File: config.mk
export PLATFORM = sky130hd
export DESIGN_NAME = uart_rx_fsm
export DESIGN_NICKNAME = d
export VERILOG_FILES = /design/src/rtl/uart_rx_pkg.sv /design/src/rtl/uart_rx_data_sampler.sv /design/src/rtl/uart_rx_fsm.sv
export SDC_FILE = /design/constraint.sdc
export NUM_CORES = 1
export LEC_CHECK = 0
export CAP_MARGIN = 20
export CORE_ASPECT_RATIO = 0.5
export CORE_MARGIN = 4
export CORE_UTILIZATION = 54
export DETAILED_ROUTE_END_ITERATION = 6
export GPL_TIMING_DRIVEN = 0
export PLACE_DENSITY_LB_ADDON = 0.3
export SYNTH_ARGS = -nofsm -noshare
export SYNTH_HDL_FRONTEND = slang
export SYNTH_SLANG_ARGS = --single-unit
File: constraint.sdc
create_clock -name clk -period 3.7 [get_ports clk]
set_clock_uncertainty 0.15 [all_clocks]
set_input_delay 0.74 -clock clk [delete_from_list [all_inputs] [get_ports clk]]
set_output_delay 0.74 -clock clk [all_outputs]
set_load 0.1 [all_outputs]
File: src/rtl/uart_rx_pkg.sv
// Shared types and frame constants for the UART receiver frame controller.
package uart_rx_pkg;

  localparam int unsigned LAST_DATA_BIT = 8;
  localparam int unsigned PRESC_MIN     = 8;
  localparam int unsigned PRESC_MAX     = 32;

  typedef enum logic [5:0] {
    IDLE   = 6'b000001,
    START  = 6'b000010,
    DATA   = 6'b000100,
    PARITY = 6'b001000,
    STOP   = 6'b010000,
    CHECK  = 6'b100000
  } state_t;

endpackage

File: src/rtl/uart_rx_data_sampler.sv
// Three-tap majority sampler around the middle of each bit period.
module uart_rx_data_sampler #(
  parameter int unsigned PRESC_W = 6,
  parameter int unsigned EDGE_W  = 5
) (
  input  logic               clk,
  input  logic               rst,
  input  logic               rx_in,
  input  logic [PRESC_W-1:0] prescale,
  input  logic [EDGE_W-1:0]  edge_count,
  output logic               sampled_bit
);

  logic [EDGE_W-1:0] mid;
  logic [1:0]        taps;

  assign mid = EDGE_W'(prescale >> 1);

  // The vote is registered on the third tap, so sampled_bit settles at mid+2.
  always_ff @(posedge clk or posedge rst) begin
    if (rst) begin
      taps        <= '0;
      sampled_bit <= 1'b0;
    end else begin
      if (edge_count == mid - EDGE_W'(1)) taps[0] <= rx_in;
      if (edge_count == mid)              taps[1] <= rx_in;
      if (edge_count == mid + EDGE_W'(1))
        sampled_bit <= (taps[0] & taps[1]) | (taps[0] & rx_in) | (taps[1] & rx_in);
    end
  end

endmodule

File: src/rtl/uart_rx_fsm.sv
// UART receiver frame controller: start/data/parity/stop sequencing and frame checking.
// Optional break detection is built when UART_RX_BREAK_DETECT_EN is defined.
module uart_rx_fsm
  import uart_rx_pkg::*;
#(
  parameter int unsigned DATA_WIDTH = 8,
  parameter int unsigned PRESC_W    = 6,
  parameter int unsigned EDGE_W     = 5,
  parameter int unsigned BIT_W      = 4
) (
  input  logic                  clk,
  input  logic                  rst,
  input  logic                  rx_in,
  input  logic                  par_en,
  input  logic                  par_typ,
  input  logic [PRESC_W-1:0]    prescale,
  input  logic [EDGE_W-1:0]     edge_count,
  input  logic [BIT_W-1:0]      bit_count,
  input  logic                  done_edge,
  output logic                  counter_enable,
  output logic                  counter_par_en,
  output logic [DATA_WIDTH-1:0] p_data,
  output logic                  data_valid,
  output logic                  par_err,
  output logic                  stp_err,
  output logic                  busy,
  output logic                  break_det
);

  state_t                state, next;
  logic [DATA_WIDTH-1:0] shift;
  logic                  par_en_q, par_typ_q;
  logic                  par_flag, stp_flag;
  logic                  sampled_bit;
  logic                  chk_first, brk_c, brk_hold, brk_wait_c;

  uart_rx_data_sampler #(
    .PRESC_W (PRESC_W),
    .EDGE_W  (EDGE_W)
  ) u_sampler (
    .clk         (clk),
    .rst         (rst),
    .rx_in       (rx_in),
    .prescale    (prescale),
    .edge_count  (edge_count),
    .sampled_bit (sampled_bit)
  );

  // First CHECK cycle is the only one that reports; later cycles just wait out a break.
  assign chk_first  = (state == CHECK) && !brk_hold;
  assign brk_wait_c = brk_c || brk_hold;

`ifdef UART_RX_BREAK_DETECT_EN
  logic par_bit;

  assign brk_c = chk_first && stp_flag && (shift == '0) && (!par_en_q || !par_bit);

  always_ff @(posedge clk or posedge rst) begin
    if (rst) begin
      par_bit  <= 1'b0;
      brk_hold <= 1'b0;
    end else begin
      if (state == PARITY && done_edge) par_bit <= sampled_bit;
      brk_hold <= (state == CHECK) && brk_wait_c && !rx_in;
    end
  end
`else
  assign brk_c    = 1'b0;
  assign brk_hold = 1'b0;
`endif

  always_ff @(posedge clk or posedge rst) begin
    if (rst) state <= IDLE;
    else     state <= next;
  end

  always_comb begin
    next = state;
    unique case (state)
      IDLE:   if (!rx_in) next = START;
      START:  if (done_edge) next = sampled_bit ? IDLE : DATA;
      DATA:   if (done_edge && bit_count == BIT_W'(LAST_DATA_BIT))
                next = par_en_q ? PARITY : STOP;
      PARITY: if (done_edge) next = STOP;
      STOP:   if (done_edge) next = CHECK;
      CHECK:  if (brk_wait_c) next = rx_in ? IDLE : CHECK;
              else            next = rx_in ? IDLE : START;
      default: next = IDLE;
    endcase
  end

  always_comb begin
    counter_enable = 1'b0;
    busy           = 1'b0;
    counter_enable = state inside {START, DATA, PARITY, STOP};
    busy           = (state != IDLE);
  end

  assign counter_par_en = par_en_q;

  // Datapath: frame-config latch, deserialiser, error flags and result pulses.
  always_ff @(posedge clk or posedge rst) begin
    if (rst) begin
      par_en_q   <= 1'b0;
      par_typ_q  <= 1'b0;
      shift      <= '0;
      par_flag   <= 1'b0;
      stp_flag   <= 1'b0;
      p_data     <= '0;
      data_valid <= 1'b0;
      par_err    <= 1'b0;
      stp_err    <= 1'b0;
      break_det  <= 1'b0;
    end else begin
      data_valid <= 1'b0;
      par_err    <= 1'b0;
      stp_err    <= 1'b0;
      break_det  <= 1'b0;
      if (next == START && state != START) begin
        par_en_q  <= par_en;
        par_typ_q <= par_typ;
      end
      if (done_edge && state == DATA)   shift    <= {sampled_bit, shift[DATA_WIDTH-1:1]};
      if (done_edge && state == PARITY) par_flag <= sampled_bit != (^shift ^ par_typ_q);
      if (done_edge && state == STOP)   stp_flag <= ~sampled_bit;
      if (chk_first) begin
        if (!par_flag && !stp_flag) begin
          p_data     <= shift;
          data_valid <= 1'b1;
        end else begin
          par_err <= par_flag;
          stp_err <= stp_flag && !brk_c;
        end
        break_det <= brk_c;
        par_flag  <= 1'b0;
        stp_flag  <= 1'b0;
      end
    end
  end

  prescale_legal: assert property (@(posedge clk) disable iff (rst)
    (state != IDLE) |-> (prescale >= PRESC_W'(PRESC_MIN) && prescale <= PRESC_W'(PRESC_MAX)));

endmodule
==> reports/metrics.cfg <==
[floorplanning]
core.rowCount = 14
die-area_um2 = 4234
ioPinCount = 36
fp.coreArea_um2 = 3030
die_x_um = 88.12
start_util = 0.5718
die_h_um = 48.06

[clock_tree]
root_buffer = clkbuf_8
clk_pin_slew_ns = 0.06
cts-root-to-sink-buffers = 2
cts_buffers = 5
cts_tree = yes
cts_setup_buffers = 0
cts.sinks = 32
cts_resized = 0
htree_levels = 2
clock_latency_ns = 0.28
hold_buffers = 0

[timing]
slew_violations = 0
grt_setup_unrepaired = no
setup_tns_ns = 0
finalCriticalPeriod_ns = 3.383
slew_headroom = 0.3450
hold_viol = 0
worstMarginPinSlew_ns = 0.9794
holdWs_ns = 0.3398
setup_viol = 0
period_share = 0.9143
fmax_mhz = 295.6

[routing]
wl_per_cell_um = 14.02
dr.pass1.iters = 4
drt-vias-per-instance = 5.423
route.detailed.drc = 0
drtIter0Drc = 57
vias = 1307
ant_nets = 0
wl_um = 3380

[placement]
gp_congestion = 0.8218
postPlaceCellArea_um2 = 2121
dp_hpwl_um = 2522
portBuffers = 31

[yosys]
async_flop_share = 1.000
synth-seq-cells = 32
synth_nets = 184
synth-main-ff-cell = dfrtp_1
synth_top_area_cell = dfrtp_1
synth_commonest_cells = 31 x dfrtp_1, 19 x mux2_1, 14 x xnor2_1
syn_area_um2 = 1733
synth_most_common_cell = dfrtp_1
avgSynthCellArea_um2 = 10.76
synth_cell_types = 43
synthTopCellsByArea = dfrtp_1 45%, mux2_1 12%, xnor2_1 7.1%
synth_edf_count = 0
synthCells = 161
ys_seq_area_frac = 0.4628
ys_warn_count = 0
synth_top_area_frac = 0.4477

[setup_path]
arrival_ns = 2.49
end_kind = output port
worst_setup_path_start_kind = flip-flop
cp.required_ns = 2.81
critPathKind = reg2out
path_max_fanout = 10

[finish]
layout-drive-gt1-share = 0.1144
num-nets-final = 223
syn2layout_area_growth_pct = 29.68
n_fill_cell = 226
stdcell_area_um2 = 2247
fin_util = 0.7415
antenna_cells = 0

[global_route]
grt_usage = 0.1725
grt_pass1_wl_um = 5416
first_global_vias = 1246
grt_overflow = 0
antenna_found_initial = 0
grt_max_degree = 20

[worst_hold_path]
hp-class = reg2reg

[pwr]
ir_worst_vdd_mv = 0.2939
power_mw = 1.226
power_density_nw_per_um2 = 545.8
p_leak_nw = 1.018

[flow_run]
maxCapViolations = 0

[run_status]
status = finished clean

-- cell usage in the layout, fill, tap and decap left out, drive strengths merged, types with 2 or more instances in the layout --
| master | synthesis | final |
|---|---|---|
| clkdlybuf4s50 | 0 | 31 |
| a21oi | 2 | 2 |
| nor3b | 2 | 2 |
| and2 | 3 | 3 |
| dfrtp | 31 | 31 |
| nor4b | 2 | 2 |
| nand2 | 13 | 13 |
| nand2b | 2 | 2 |
| o211ai | 3 | 3 |
| ha | 2 | 2 |
| nand3 | 6 | 6 |
| nor2 | 12 | 12 |
| inv | 6 | 6 |
| and3 | 3 | 3 |
| xnor2 | 15 | 15 |
| mux2 | 20 | 20 |
| nor3 | 3 | 3 |
| o22ai | 3 | 3 |
| xor2 | 7 | 7 |
| o21ai | 6 | 6 |
| clkbuf | 2 | 9 |
| buf | 4 | 5 |
-- worst max-delay path, stage by stage, from the launching register on --
cell and delay (ns):
dfrtp_1 0.38, buf_2 0.18, nor4b_1 0.34, o21ai_1 0.13, inv_1 0.06, clkdlybuf4s50_1 1.12
-- per-stage QoR --
step | worst slack (ns) | cells
final | 0.3169 | 241
after CTS | 0.3053 | 241
after global routing | 0.2192 | 241
after global placement | 0.6755 | 232
after detailed placement | 0.6451 | 233
after floorplan | 1.310 | 161
-- sequential cells by signal (all words and copies together) (netlist names), 2 cells and up --
signal and cells:
state 6, p_data 8, u_sampler.taps 2, shift 8
-- final cells by class --
cell class	instances	area [um2]	area share
Multi-Input combinational cell	117	878.3	0.3909
Sequential cell	32	802.0	0.3569
Timing Repair Buffer	32	337.8	0.1503
Clock buffer	7	96.34	0.04287
Tap cell	40	50.05	0.02227
Clock inverter	1	30.03	0.01336
Buffer	6	30.03	0.01336
Inverter	6	22.52	0.01002
-- worst paths after layout --
kind	start	end	slack (ns)	depth (start not counted)
max	state[1]	counter_enable	0.32	5
min	p_data[4]	p_data[4]	0.34	1
max reg2reg	state[5]	shift[6]	1.73	5
min reg2reg	p_data[4]	p_data[4]	0.34	1
max in group asynchronous	rst	p_data[7]	2.21	3
min in group asynchronous	rst	state[5]	0.69	2
-- kinds of logic (layout without fill, tap and decap cells) --
| logic type | count (synthesis) | after routing | share of synthesized area |
|---|---|---|---|
| DFF | 32 | 32 | 0.4628 |
| xor gates and xnor gates | 22 | 22 | 0.1155 |
| and+or+nand+nor | 53 | 53 | 0.1704 |
| AOI/OAI and AO/OA | 18 | 18 | 0.06860 |
| muxes | 20 | 20 | 0.1300 |
| buffers and inverters | 12 | 52 | 0.03032 |
| other | 1 | 1 | 0.002164 |
| adders and majority gates | 3 | 3 | 0.02021 |
-- metal layers --
layer,wire length (um),track usage,share of wire
met5,0,0,0
met4,55,0.06928,0.016
met3,203,0.05155,0.060
met2,1609,0.3009,0.48
met1,1512,0.2087,0.45
-- power breakdown --
group          switching (mW)  internal (mW)  total [mW]
registers              0.0323          0.394       0.427
clock network           0.125          0.237       0.362
logic                   0.275          0.162       0.437
total                   0.433          0.794        1.23
Note: power is estimated with default switching activity, not from simulation.
==> RTL edit 1, RTL diff (config.mk and constraints unchanged) <==
Add a define of `UART_RX_BREAK_DETECT_EN`.
--- a/src/rtl/uart_rx_fsm.sv
+++ b/src/rtl/uart_rx_fsm.sv
@@ -2,2 +2,4 @@
 // Optional break detection is built when UART_RX_BREAK_DETECT_EN is defined.
+`define UART_RX_BREAK_DETECT_EN
+
 module uart_rx_fsm
Behaviour: not the same (Yosys sat finds a counterexample within 10 cycles, from zero or initial values and one cycle with rst high).
==> RTL edit 1 against the unedited design <==
Register-to-register slack got worse by 0.62 ns. Total power down 11%. Sequential power grew 7.3%. Sequential cell count rose by 3. First-iteration DRC count is 84% higher. Utilization decreased by 2.6 points. Highest routed layer unchanged. Critical path depth is the same. Wire length increased by 20%. Setup slack got worse by 0.21 ns. Cell area is 11% higher. Area after synthesis is 16% higher.
==> RTL edit 1: results (changes against the unedited design) <==
metric;value;unit;change
run status;completed;;
sequential share of the synthesized area;0.4381;;-0.02469
Leakage;1.088;nW;+6.8%
Detail Placement HPWL;3073;um;+22%
met1 Track Usage GR;0.2335;;+0.02486
Synth area leaders;dfrtp_1 (43%), mux2_4 (6.0%), xnor2_1 (4.4%), ha_1 (3.8%), o21ai_0 (3.5%);;
routability cong.;0.8665;;+5.4%
Syn. warnings;0;;unchanged
total track usage;0.1909;;+0.01840
root buffer cell;clkbuf_8;;
nets@finish;267;;+20%
Max transition margin;0.2976;;-0.04740
GRT met3 Usage;0.06324;;+0.01169
CTS Buf Count;5;;unchanged
Distinct cells, synth;48;;+12%
Post CTS Setup Buffer Count;0;;unchanged
cts repair resizes;1;;+1
Slew Limit Fails;0;;unchanged
max incr delay on CP;0.64;ns;-0.48 ns
met2 Use GR;0.3055;;+0.004625
CTS max path bufs;2;;unchanged
post-route setup TNS;0;ns;unchanged
Slowest-stage cell, CP;dlygate4sd2_1;;
via count;1628;;+25%
PortBufs;32;;+3.2%
pin count of the biggest net entering global routing;19;;-5.0%
DR pass1 iterations;4;;unchanged
# fillers;272;;+20%
Peak supply drop;0.2033;mV;-31%
ratio of cells with drive above 1 in the final layout;0.09959;;-0.01484
Post-Synthesis Net Count;227;;+23%
largest fanout on the critical path;10;;unchanged
Worst Hold Class;flip-flop to flip-flop;;
clock-pin slew on the worst setup and hold paths;0.07;ns;
first-pass GRT wire length;7031;um;+30%
# diodes;0;;unchanged
asr flop ratio synth;1.000;;unchanged
total wire length;4064;um;+20%
initial antenna violation count;0;;unchanged
Regs by FF count;p_data: 8 flops, shift: 8 flops, state: 6 flops;;
Initial DRC Count;105;;+84%
Post-DP Area;0.002414;sq mm;+14%
CP arrival;2.70;ns;+0.21 ns
worst-skew pair later-pin latency;0.29;ns;
# H-tree levels;2;;unchanged
most common library cells after synthesis;dfrtp_1 (34), inv_1 (16), nand2_1 (16);;
Placement Setup Slack;0.04725;ns;-0.5978 ns
Synth Flop Type;dfrtp_1;;
[RTL edit 1: changes by cell type in the layout (fill, tap and decap cells not counted), moves of 4 or more]
cell and change:
mux2_1 -19, o21ai_0 +12, inv_1 +11, mux2_4 +8, clkbuf_1 +5, ha_1 +4, nand2_1 +4, nor2b_1 +4
o21ai_1 -4, xnor2_1 -4
[RTL edit 1: final timing paths]
| kind | startpoint | to | slack, ns | cells past startpoint |
|---|---|---|---|---|
| worst max-delay path | state[2]$_DFF_PP0_ | busy | 0.11 | 5 |
| worst min-delay path | par_bit$_DFFE_PP0P_ | par_bit$_DFFE_PP0P_ | 0.34 | 2 |
| worst max register to register | state[2]$_DFF_PP0_ | p_data[3]$_DFFE_PP0P_ | 1.11 | 6 |
| worst min register to register | par_bit$_DFFE_PP0P_ | par_bit$_DFFE_PP0P_ | 0.34 | 2 |
| max in group asynchronous | rst | state[0]$_DFF_PP1_ | 2.07 | 3 |
| min in group asynchronous | rst | shift[7]$_DFFE_PP0P_ | 0.71 | 2 |
[RTL edit 1: metrics by stage]
stage,cells,hold WS [ns]
2_1_floorplan,200,0.2997
3_3_place_gp,283,0.3161
3_5_place_dp,284,0.3230
4_1_cts,292,0.3395
5_1_grt,292,0.3725
6_report,292,0.3409
[RTL edit 1: cells by family (layout without fill, tap and decap cells)]
logic type                 after synthesis  after routing  share of synthesized area
adders and majority gates                6              6                    0.03750
muxes                                   11             11                    0.07625
xor gates and xnor gates                18             18                    0.07875
and+or+nand+nor                         67             67                     0.1894
buffers and inverters                   25             66                    0.05500
AOI/OAI and AO/OA                       38             38                     0.1250
DFF                                     35             35                     0.4381
[RTL edit 1: worst max-delay path: cells and delay by family, from the launching register on]
kind,cells,cell delay (ns)
DFF,1,0.37
and+or+nand+nor,2,1.05
buffers and inverters,3,0.98
[RTL edit 1: report_power, final]
group          internal (mW)  switching (mW)
Combinational          0.124           0.240
Clock                  0.131           0.139
Sequential             0.419          0.0390
[RTL edit 1: final cells by class]
class	count	area [sq um]	area share
Multi-Input combinational cell	140	1015	0.4063
Sequential cell	35	877.1	0.3512
Timing Repair Buffer	33	346.6	0.1388
Clock buffer	6	72.57	0.02906
Tap cell	51	63.81	0.02555
Inverter	16	60.06	0.02405
Buffer	9	50.05	0.02004
Clock inverter	2	12.51	0.005010
[RTL edit 1: layer usage]
metal,wire length [um],up-vias
li1,-,788
met1,1808,776
met2,1897,54
met3,271,10
met4,87,0
met5,0,-
==> RTL edit 2, RTL diff (same flow settings) <==
Made on the original files. Register the input `prescale` before use. The logic sees it one clock later. The other inputs are not delayed to match.
--- a/src/rtl/uart_rx_fsm.sv
+++ b/src/rtl/uart_rx_fsm.sv
@@ -29,2 +29,12 @@
 
+  logic [PRESC_W-1:0] prescale_q;
+
+  always_ff @(posedge clk or posedge rst) begin
+    if (rst) begin
+      prescale_q <= '0;
+    end else begin
+      prescale_q <= prescale;
+    end
+  end
+
   state_t                state, next;
@@ -43,3 +53,3 @@
     .rx_in       (rx_in),
-    .prescale    (prescale),
+    .prescale    (prescale_q),
     .edge_count  (edge_count),
@@ -141,3 +151,3 @@
   prescale_legal: assert property (@(posedge clk) disable iff (rst)
-    (state != IDLE) |-> (prescale >= PRESC_W'(PRESC_MIN) && prescale <= PRESC_W'(PRESC_MAX)));
+    (state != IDLE) |-> (prescale_q >= PRESC_W'(PRESC_MIN) && prescale_q <= PRESC_W'(PRESC_MAX)));
 
Function: changed (Yosys sat finds a counterexample within 10 cycles, from zero or initial values and one cycle with rst high).
==> RTL edit 2 against the unedited design <==
Count of clock-buffer cells in the layout down 1. Wire length decreased by 1.1%. Synthesized cell count is 1.2% lower. Setup slack got worse by 0.025 ns. Cell area grew 4.8%. Area after synthesis increased by 7.6%. Sequential cell count grew 5. Sequential share of layout area up 3.7 points. Total power decreased by 4.1%. Critical path type unchanged. Critical endpoint unchanged. Highest routed layer unchanged.
==> RTL edit 2: results (changes against the unedited design) <==
metric;value;unit;change
Max transition margin;0.3509;;+0.005872
hold_sp;p_data[2]$_DFFE_PP0P_;;
Synth Instances;159;;-1.2%
total internal power;0.7471;mW;-5.9%
Synth Area in Compound Gates;0.07584;;+0.007247
Placement Setup Slack;0.3176;ns;-0.3275 ns
Detail Placement HPWL;2560;um;+1.5%
met1 Track Usage GR;0.2210;;+0.01236
DR WL/cell;13.93;um;-0.68%
vias in the first global route;1263;;+1.4%
Worst R2R Start;prescale_q[1]$_DFF_PP0_;;
R2R setup slack;1.70;ns;-0.03 ns
Post-Synth XOR/XNOR Area;0.09329;;-0.02223
Hold EP;p_data[2]$_DFFE_PP0P_;;
largest fanout on the critical path;7;;-3
run status;completed;;
cts repair resizes;1;;+1
nets@finish;222;;-0.45%
ratio of cells with drive above 1 in the final layout;0.1900;;+0.07557
Vias/cell;5.350;;-1.4%
Distinct cells, synth;46;;+7.0%
Post-Synth Adder-Cell Area;0.01879;;-0.001425
Post-Synthesis Net Count;182;;-1.1%
CP arrival;2.52;ns;+0.03 ns
GRT met3 Usage;0.04711;;-0.004434
sequential share of the synthesized area;0.4973;;+0.03450
Leakage;1.054;nW;+3.5%
hold slack;0.3456;ns;+0.005818 ns
R2R depth;6;;+1
## RTL edit 2: per-layer routing
metal	share of wire	routed length (um)
met5	0	0
met4	0.019	62
met3	0.045	149
met2	0.47	1565
met1	0.47	1565
## RTL edit 2: area by class of cell
class                           instances  area (sq um)
Buffer                                  2         11.26
Clock buffer                            6         72.57
Fill cell                             218         797.0
Multi-Input combinational cell        115         918.4
Inverter                                5         20.02
Sequential cell                        37         927.1
Tap cell                               40         50.05
Timing Repair Buffer                   33         346.6
Clock inverter                          2         10.01
## RTL edit 2: critical path, cell delays in order, from the launching register on
cell,delay (ns)
dfrtp_1,0.46
nor2_1,0.25
mux2_2,0.20
nor2_1,0.06
a2111oi_4,0.37
dlygate4sd2_1,0.90
## RTL edit 2: cell families (layout without fill, tap and decap cells)
logic type,count (synthesis),count (layout)
XOR/XNOR,19,19
adder cells (fa/ha/maj),3,3
multiplexers,20,20
AND/OR/NAND/NOR,53,53
flip-flops,37,37
other,1,1
buffers and inverters,7,48
AO/OA/AOI/OAI,19,19
